## src/rtl/rns_crt_997_decoder_pkg.sv

```systemverilog
// Shared constants, FSM encoding and a reference function for the mod-997/1024 CRT decoder.
package rns997_pkg;

  localparam int unsigned M1      = 997;
  localparam int unsigned M2_LOG2 = 10;
  localparam int unsigned INV_M1  = 493;
  localparam int unsigned X_W     = 20;
  localparam int unsigned R1_W    = 10;
  localparam int unsigned X_MAX   = 1020927;

  typedef enum logic [1:0] {
    IDLE,
    MUL_INV,
    MUL_M,
    DONE
  } state_t;

  // Closed-form mixed-radix reconstruction; an out-of-range r1 yields 0.
  function automatic logic [X_W-1:0] crt_ref(input logic [R1_W-1:0] r1,
                                             input logic [M2_LOG2-1:0] r2);
    logic [M2_LOG2-1:0] d;
    logic [M2_LOG2-1:0] t;
    d = r2 - r1;
    t = M2_LOG2'(32'(d) * INV_M1);
    if (32'(r1) >= M1)
      crt_ref = '0;
    else
      crt_ref = X_W'(r1) + X_W'(32'(t) * M1);
  endfunction

endpackage

```

## src/rtl/rns_crt_997_decoder_if.sv

```systemverilog
// Residue-pair in / reconstructed-integer out handshake bundle.
interface rns_crt_997_decoder_if;
  import rns997_pkg::*;

  logic                 in_valid;
  logic                 in_ready;
  logic [R1_W-1:0]      in_r1;
  logic [M2_LOG2-1:0]   in_r2;
  logic                 out_valid;
  logic                 out_ready;
  logic [X_W-1:0]       out_x;
  logic                 out_err;

  modport master (
    output in_valid, in_r1, in_r2, out_ready,
    input  in_ready, out_valid, out_x, out_err
  );

  modport slave (
    input  in_valid, in_r1, in_r2, out_ready,
    output in_ready, out_valid, out_x, out_err
  );

endinterface

```

## src/rtl/rns_crt_997_decoder_serial_const_mac.sv

```systemverilog
// Bit-serial shift-add multiply of an operand by CONST, one operand bit per enabled cycle.
// sum is the accumulator including the current cycle's contribution; results wrap at RES_W bits.
module serial_const_mac #(
  parameter int unsigned CONST = 1,
  parameter int unsigned RES_W = 10
) (
  input  logic             clk,
  input  logic             rst,
  input  logic             clr,
  input  logic             en,
  input  logic             bit_in,
  input  logic [3:0]       idx,
  output logic [RES_W-1:0] sum
);

  logic [RES_W-1:0] acc;
  logic [RES_W-1:0] addend;

  assign addend = RES_W'(CONST) << idx;
  assign sum    = acc + ((en && bit_in) ? addend : '0);

  always_ff @(posedge clk) begin
    if (rst || clr)
      acc <= '0;
    else if (en)
      acc <= sum;
  end

endmodule

```

## src/rtl/rns_crt_997_decoder.sv

```systemverilog
// Residue pair (mod 997, mod 1024) to binary: t = (r2 - r1) * 493 mod 1024, X = r1 + 997 * t.
// Accept-to-out_valid latency is 21 cycles; one pair in flight, in_ready only while idle.
module rns_crt_997_decoder
  import rns997_pkg::*;
(
  input  logic                 clk,
  input  logic                 rst,
  rns_crt_997_decoder_if.slave bus
);

  localparam logic [3:0] CNT_LAST = 4'(M2_LOG2 - 1);

  state_t              state;
  logic [R1_W-1:0]     r1_q;
  logic [M2_LOG2-1:0]  d_q;
  logic                err_q;
  logic [3:0]          cnt;
  logic                in_rdy;
  logic                out_vld;
  logic [X_W-1:0]      out_x_q;
  logic                out_err_q;

  logic                accept;
  logic [M2_LOG2-1:0]  t;
  logic [X_W-1:0]      x_sum;

  assign accept        = (state == IDLE) && bus.in_valid && in_rdy;
  assign bus.in_ready  = in_rdy;
  assign bus.out_valid = out_vld;
  assign bus.out_x     = out_x_q;
  assign bus.out_err   = out_err_q;

  // t accumulates modulo 1024 simply by truncation to M2_LOG2 bits.
  serial_const_mac #(.CONST(INV_M1), .RES_W(M2_LOG2)) u_mac_t (
    .clk    (clk),
    .rst    (rst),
    .clr    (accept),
    .en     (state == MUL_INV),
    .bit_in (d_q[cnt]),
    .idx    (cnt),
    .sum    (t)
  );

  serial_const_mac #(.CONST(M1), .RES_W(X_W)) u_mac_x (
    .clk    (clk),
    .rst    (rst),
    .clr    (accept),
    .en     (state == MUL_M),
    .bit_in (t[cnt]),
    .idx    (cnt),
    .sum    (x_sum)
  );

  always_ff @(posedge clk) begin
    if (rst) begin
      state     <= IDLE;
      r1_q      <= '0;
      d_q       <= '0;
      err_q     <= 1'b0;
      cnt       <= '0;
      in_rdy    <= 1'b1;
      out_vld   <= 1'b0;
      out_x_q   <= '0;
      out_err_q <= 1'b0;
    end else begin
      case (state)
        IDLE: begin
          if (accept) begin
            r1_q   <= bus.in_r1;
            d_q    <= bus.in_r2 - bus.in_r1;
            err_q  <= (bus.in_r1 >= R1_W'(M1));
            cnt    <= '0;
            in_rdy <= 1'b0;
            state  <= MUL_INV;
          end
        end
        MUL_INV: begin
          if (cnt == CNT_LAST) begin
            cnt   <= '0;
            state <= MUL_M;
          end else begin
            cnt <= cnt + 4'd1;
          end
        end
        MUL_M: begin
          if (cnt == CNT_LAST) begin
            cnt     <= '0;
            out_vld <= 1'b1;
            state   <= DONE;
            // x_sum already includes the final bit's contribution this cycle.
            if (err_q) begin
              out_x_q   <= '0;
              out_err_q <= 1'b1;
            end else begin
              out_x_q   <= x_sum + X_W'(r1_q);
              out_err_q <= 1'b0;
            end
          end else begin
            cnt <= cnt + 4'd1;
          end
        end
        DONE: begin
          if (bus.out_ready) begin
            out_vld   <= 1'b0;
            out_err_q <= 1'b0;
            in_rdy    <= 1'b1;
            state     <= IDLE;
          end
        end
        default: state <= IDLE;
      endcase
    end
  end

endmodule

```

## src/flat_wrapper.sv

```systemverilog
// flat-port wrapper written by rule: the top's interface ports become plain ports
module rns_crt_997_decoder_flat import rns997_pkg::*;
  (clk, rst, bus_in_valid, bus_in_r1, bus_in_r2, bus_out_ready, bus_in_ready, bus_out_valid, bus_out_x, bus_out_err);
  rns_crt_997_decoder_if bus_i ();
  input  logic clk;
  input  logic rst;
  input wire logic [$bits(bus_i.in_valid)-1:0] bus_in_valid;
  input wire logic [$bits(bus_i.in_r1)-1:0] bus_in_r1;
  input wire logic [$bits(bus_i.in_r2)-1:0] bus_in_r2;
  input wire logic [$bits(bus_i.out_ready)-1:0] bus_out_ready;
  output wire logic [$bits(bus_i.in_ready)-1:0] bus_in_ready;
  output wire logic [$bits(bus_i.out_valid)-1:0] bus_out_valid;
  output wire logic [$bits(bus_i.out_x)-1:0] bus_out_x;
  output wire logic [$bits(bus_i.out_err)-1:0] bus_out_err;
  assign bus_i.in_valid = bus_in_valid;
  assign bus_i.in_r1 = bus_in_r1;
  assign bus_i.in_r2 = bus_in_r2;
  assign bus_i.out_ready = bus_out_ready;
  assign bus_in_ready = bus_i.in_ready;
  assign bus_out_valid = bus_i.out_valid;
  assign bus_out_x = bus_i.out_x;
  assign bus_out_err = bus_i.out_err;
  rns_crt_997_decoder u_core (.clk(clk), .rst(rst), .bus(bus_i));
endmodule
```

## config.mk

```make
export PLATFORM = sky130hd
export DESIGN_NAME = rns_crt_997_decoder_flat
export DESIGN_NICKNAME = d
export VERILOG_FILES = /design/src/rtl/rns_crt_997_decoder_pkg.sv /design/src/rtl/rns_crt_997_decoder_if.sv /design/src/rtl/rns_crt_997_decoder_serial_const_mac.sv /design/src/rtl/rns_crt_997_decoder.sv /design/src/flat_wrapper.sv
export SDC_FILE = /design/constraint.sdc
export NUM_CORES = 1
export LEC_CHECK = 0
export CAP_MARGIN = 10
export CELL_PAD_IN_SITES_DETAIL_PLACEMENT = 1
export CELL_PAD_IN_SITES_GLOBAL_PLACEMENT = 2
export CORE_AREA = 2 2 145 147
export CTS_CLUSTER_SIZE = 24
export DETAILED_ROUTE_END_ITERATION = 8
export DIE_AREA = 0 0 147 149
export PLACE_DENSITY = 0.86
export SLEW_MARGIN = 20
export SYNTH_ARGS = -nofsm -noshare
export SYNTH_HDL_FRONTEND = slang
export SYNTH_HIERARCHICAL = 1
export SYNTH_SLANG_ARGS = --single-unit
```

## constraint.sdc

```tcl
create_clock -name clk -period 6.7 [get_ports clk]
set_clock_uncertainty 0.1 [all_clocks]
set_input_delay 0.67 -clock clk [delete_from_list [all_inputs] [get_ports clk]]
set_output_delay 0.67 -clock clk [all_outputs]
set_load 0.05 [all_outputs]
```

-- Yosys cells after proc, flatten, opt, wreduce, memory -nomap -nowiden
Cells that the tools add are included.
W data, S select, Z words.
- add/subtract/negate cells: 5
- shifts and indexed selects: 2
- equal/unequal tests: 8
- muxes and demuxes: 24
- magnitude comparators: 2
- reduce and logical (&&, ||, !) cells: 16
- operator list (kind ; count):
    $mux W20 ; 2
    $add A20 B10 Y20 ; 1
    $add A20 B20 Y20 ; 1
    $shl A10 B4 Y20 const A ; 1
    $add A10 B10 Y10 ; 1
    $ge A10 B10 Y1 const B ; 1
    $mux W10 ; 1
    $shl A9 B4 Y10 const A ; 1
    $sub A10 B10 Y10 ; 1
    $bmux W1 S4 ; 2
    $mux W1 ; 8
    $mux W2 ; 4
    $mux W4 ; 2
    $pmux W2 S4 ; 1
    $pmux W4 S2 ; 1
    $pmux W1 S2 ; 3
    $reduce_and A2 Y1 ; 3
    $reduce_and A3 Y1 ; 2
    $reduce_bool A2 Y1 ; 3
    $lt A4 B5 Y1 const B ; 1
    $add A4 B1 Y4 const B ; 1
    $eq A2 B2 Y1 const B ; 2
    $eq A4 B4 Y1 const B ; 1
    $logic_and A1 B1 Y1 ; 4
    7 further kinds ; 9
- input bits: 24
- output and inout bits: 23
- register bits: 80
- logic and storage cells: 68

-- Logic depth before layout (Yosys ltp)
- depth in word-level cells: 12
- gate-level depth with buffers: 39
- mapped depth without buffers: 38

-- Cells and area by module
The synthesis kept the hierarchy.
- modules (own cells, without submodules) (module ; area an instance (sq um) ; cells each ; times used):
    rns_crt_997_decoder ; 3131.8 ; 385 ; 1
    serial_const_mac at u_core.u_mac_x ; 2200.9 ; 299 ; 1
    serial_const_mac at u_core.u_mac_t ; 1052.3 ; 136 ; 1

-- Worst setup path before layout
Ideal clock, no wire load.
- kind: reg-to-reg
- start point: reg u_core.cnt[0]
- end point: reg u_core.out_x_q[10] (netlist: u_core/bus.out_x[10])
- path slack: -0.259 ns
- library setup time: 0.117 ns
- data arrival time: 6.742 ns
- stages on the path, launching flop included: 35
- required time: 6.483 ns
- buffers on the path: 1
- cells stage by stage: dfxtp_1 buf_2 mux4_2 mux2i_1 o21ai_0 nand3_1 nor3_1 ha_1 inv_1 fa_1 nor2b_1 o21a_1 o21a_1 o21ai_0 and2b_1 xnor2_1 mux4_2 nand3b_1 o21ai_0 nand3_1 nor2_1 ha_1 a21o_1 a31o_1 o21a_2 o21ai_1 nand2_1 xor2_1 ha_1 a21oi_1 nand2_1 o2111ai_1 nand2_1 xor2_1 a22o_1
- word-level cells in the longest chain between the ends: 12
- elaborated cells on any way between the ends: 16
- those cells by class: 3 x add/sub; 1 x eq/ne; 2 x shift; 7 x mux; 3 x reduce/logical
- ends and longest elaborated chain (item ; RTL line ; text):
    start: declaration ; rns_crt_997_decoder.sv:17 ; logic [3:0] cnt;
    start signal: assignment ; rns_crt_997_decoder.sv:82 ; cnt <= cnt + 4'd1;
    start signal: assignment ; rns_crt_997_decoder.sv:99 ; cnt <= cnt + 4'd1;
    $bmux W1 S4 ; rns_crt_997_decoder.sv:39 ; .bit_in (d_q[cnt]),
    $mux W1 (implied by the code) ; rns_crt_997_decoder.sv:39 ;
    $logic_and A1 B1 Y1 ; rns_crt_997_decoder_serial_const_mac.sv:20 ; assign sum = acc + ((en && bit_in) ? addend : '0);
    $mux W10 * ; rns_crt_997_decoder_serial_const_mac.sv:20 ;
    $add A10 B10 Y10 * ; rns_crt_997_decoder_serial_const_mac.sv:20 ;
    named net u_core.t[6] ; rns_crt_997_decoder.sv:24 ; logic [M2_LOG2-1:0] t;
    $bmux W1 S4 * ; rns_crt_997_decoder.sv:49 ; .bit_in (t[cnt]),
    $mux W1 (implied by the code) * ; rns_crt_997_decoder.sv:49 ;
    $logic_and A1 B1 Y1 * ; rns_crt_997_decoder_serial_const_mac.sv:20 ;
    $mux W20 * ; rns_crt_997_decoder_serial_const_mac.sv:20 ;
    $add A20 B20 Y20 * ; rns_crt_997_decoder_serial_const_mac.sv:20 ;
    named net u_core.x_sum[7] ; rns_crt_997_decoder.sv:25 ; logic [X_W-1:0] x_sum;
    $add A20 B10 Y20 * ; rns_crt_997_decoder.sv:95 ; out_x_q <= x_sum + X_W'(r1_q);
    $mux W20 * ; rns_crt_997_decoder.sv:91 ; if (err_q) begin
    end signal: assignment ; rns_crt_997_decoder.sv:95 ;
    end: declaration ; rns_crt_997_decoder.sv:20 ; logic [X_W-1:0] out_x_q;
The timed path passes the listed nets; every way through them passes the cells marked *. The select of a mux whose other input is x is not followed.
A chain may end at the register's enable or synchronous reset.

-- Worst setup path after layout
- start point: reg u_core.cnt[0]
- end point: reg u_core.out_x_q[13] (netlist: u_core/bus.out_x[13])
Same word-level chain as after synthesis.

==> reports/metrics.yaml <==
status:
  status: "finished clean"
timing:
  min_period_over_period: 0.975
  tightest_slew_ns: 1.01
  fmax_mhz: 153
  setup_tns_ns: 0
  drv_slew: 0
  rsz0062_at_grt: "true"
  timing.max_slew.rel_slack: 0.322
  period_minus_slack_ns: 6.53
  holdWs_ns: 0.362
  setup_viol: 0
  setup_slack_ns: 0.167
  hold_viol_final: 0
clocking:
  cts_tree: "yes"
  path_clk_slew_ns: 0.07
  cts.sinks: 80
  cts_buffers: 9
  cts_root_buffer: "clkbuf_16"
  htreeDepth: 3
  ctsHoldBuffers: 0
  cts_buffer_depth: 2
  insertion_delay_ns: 0.35
setup_path:
  cp_slowest_cell: "mux4_2"
  ff2ff_setup_slack_ns: 0.17
  regToRegEndpoint: "u_core/bus.out_x[13]"
  critPathTopFamily: "simple AND/OR/NAND/NOR gates"
  startpoint_type: "register"
  cp_data_arrival_time_ns: 6.73
  required_ns: 6.89
  endpoint_kind: "register"
  reg2reg_depth: 31
  worst-path-max-fanout: 7
  r2r_start: "u_core/cnt[0]"
  cp_num_buf_inv: 2
  cpPeakStageDelay_ns: 0.47
  critPathKind: "reg -> reg"
cells_and_area:
  syn2layout_area_growth_pct: 29.8
  drive_gt1_frac: 0.195
  diodes: 0
  layout.cells.non_filler: 1198
  mostFrequentLayoutCells: "nor2_1 (88), dfxtp_1 (78), buf_4 (76)"
  fin_nets: 1012
  final_common_cell: "nor2_1"
worst_hold_path:
  min_from: "u_core/bus.out_x[16]"
  min_path_cells: 2
  min_path_type: "reg -> reg"
  min_to: "u_core/bus.out_x[16]"
synth:
  synthesis.area_um2: 6380
  synth_nets: 914
  seq_area_frac_synth: 0.251
  synth_edf_count: 0
  yosys.cell_types.count: 76
  synthArstFlopShare: 0
  synth_seq_cells: 80
  synthFlopType: "dfxtp_1"
  yosys_warnings: 6
  syn-mean-instance-area_um2: 7.79
  synth_cells: 820
placement:
  dp_slack_ns: -0.387
  hpwl_mm: 14.2
  portBuffers: 46
  post-place-cells: 1170
  gp_congestion: 0.838
floorplanning:
  die-area_um2: 21900
  die_y_um: 149
  initial_core_util: 0.311
  rows: 53
  die_x_um: 147
  num_io_pins: 47
  core-area_um2: 20600
route:
  drt-initial-drc-count: 168
  drt_pass1_iterations: 4
  routed_wl_mm: 19.4
  wl_per_cell_um: 16.2
  antenna_left: 0
  viasPerCell: 5.18
  route.vias.total: 6208
  drc: 0
grt:
  grtUsageTotal: 0.175
  grt_pass1_wl_mm: 31.4
  grt_overflow: 0
  grt_max_degree: 44
  antenna_found_initial: 0
  grt_pass1_vias: 6453
job:
  drv_cap: 0
pwr:
  p_leak_nw: 3.41
  p_per_area_nw_per_um2: 211
  peakVddDrop_uv: 118
  power_mw: 1.75
[stage by stage]
step,utilization,instance area (µm²)
detailed placement,0.367,7540
floorplan,-,6400
global placement,0.367,7540
global route,0.403,8290
finish,0.403,8290
CTS,0.383,7880
[worst reg2reg max path, delay by kind of cell (launching register included)]
family / cells / cell delay, ns
xor gates and xnor gates: 2 / 0.31
AOI/OAI and AO/OA: 9 / 1.69
DFF: 1 / 0.36
muxes: 3 / 0.87
and+or+nand+nor: 12 / 1.80
buffers and inverters: 2 / 0.33
adders and majority gates: 3 / 1.02
[layout make-up]
| type | count | area [µm²] |
|---|---|---|
| tap | 275 | 344 |
| clock inverter | 5 | 61.3 |
| multi-input combinational | 655 | 4800 |
| inverter | 49 | 184 |
| clock buffer | 11 | 243 |
| fill | 2529 | 12300 |
| timing repair buffer | 123 | 1040 |
| sequential | 80 | 1610 |
[per-layer routing]
layer	part of all wire	wire length [µm]	vias up	track usage
li1	-	-	3088	-
met1	0.47	9180	3028	0.222
met2	0.49	9530	73	0.314
met3	0.020	395	19	0.0223
met4	0.016	308	0	0.0433
met5	0	0	-	0
[kinds of logic after synthesis]
| group | share of synthesized area |
|---|---|
| AOI/OAI and AO/OA | 0.218 |
| and+or+nand+nor | 0.223 |
| buffers and inverters | 0.0515 |
| DFF | 0.251 |
| adders and majority gates | 0.142 |
| muxes | 0.0549 |
| xor gates and xnor gates | 0.0604 |
[how the worst max path moves through the flow]
stage,from,endpoint,depth (start not counted)
detailed placement,u_core/cnt[0],u_core/bus.out_x[11],35
global route,u_core/cnt[0],u_core/bus.out_x[19],36
floorplan,u_core/cnt[0],u_core/bus.out_x[15],33
finish,u_core/cnt[0],u_core/bus.out_x[13],31
CTS,u_core/cnt[0],u_core/bus.out_x[13],32
global placement,u_core/cnt[0],u_core/bus.out_x[11],33
[power by group]
group	switching, mW	internal, mW	leakage [nW]
Combinational	0.394	0.267	2.61
Sequential	0.0369	0.522	0.649
Clock	0.225	0.302	0.151
[cells in the mapped netlist, types with 3 or more instances]
cell       number  area, µm²
inv_1          48        180
buf_2           4       20.0
nor2_1         94        353
xnor2_1        29        254
mux4_2          4       90.1
a31oi_1         6       37.5
and3_1          7       43.8
a2111oi_0       3       26.3
nand2b_1        6       37.5
nor3_1         18       90.1
nand4_1         7       43.8
nor4_1          3       18.8
nand3_1        26        130
a32oi_1         3       26.3
dfxtp_1        80       1600
o21a_1         11       82.6
a22o_1          5       43.8
fa_1            4       80.1
o21ai_0        42        210
nor2b_1        14       87.6
nor3b_1         6       45.0
or4_1           5       37.5
clkbuf_1       27        101
mux2i_1        26        260
ha_1           66        826
or3_1           9       56.3
o21ai_1         8       40.0
nand3b_1        5       37.5
a21oi_1        75        375
nand2_1        80        300
a211oi_1       16        120
a21o_1         10       75.1
o211ai_1        4       30.0
buf_1           3       11.3
xor2_1         15        131
[registers in the layout, indices dropped and copies added (netlist names)]
name and flops:
u_core/bus.out_x 20, u_core/u_mac_x/acc 20, u_core/d_q 10, u_core/r1_q 10, u_core/u_mac_t/acc 10, u_core/cnt 4, u_core/state 2, u_core/bus.in_ready 1
u_core/bus.out_err 1, u_core/bus.out_valid 1, u_core/err_q 1
[repair_timing]
action / 4_1_cts / 5_1_grt
endpoints found under the setup margin: 13 / 17
cloned: 0 / 0
pin swaps: 3 / 33
setup buffers: 1 / 11
gates resized for setup: 10 / 67
(Power assumes the default switching activity.)
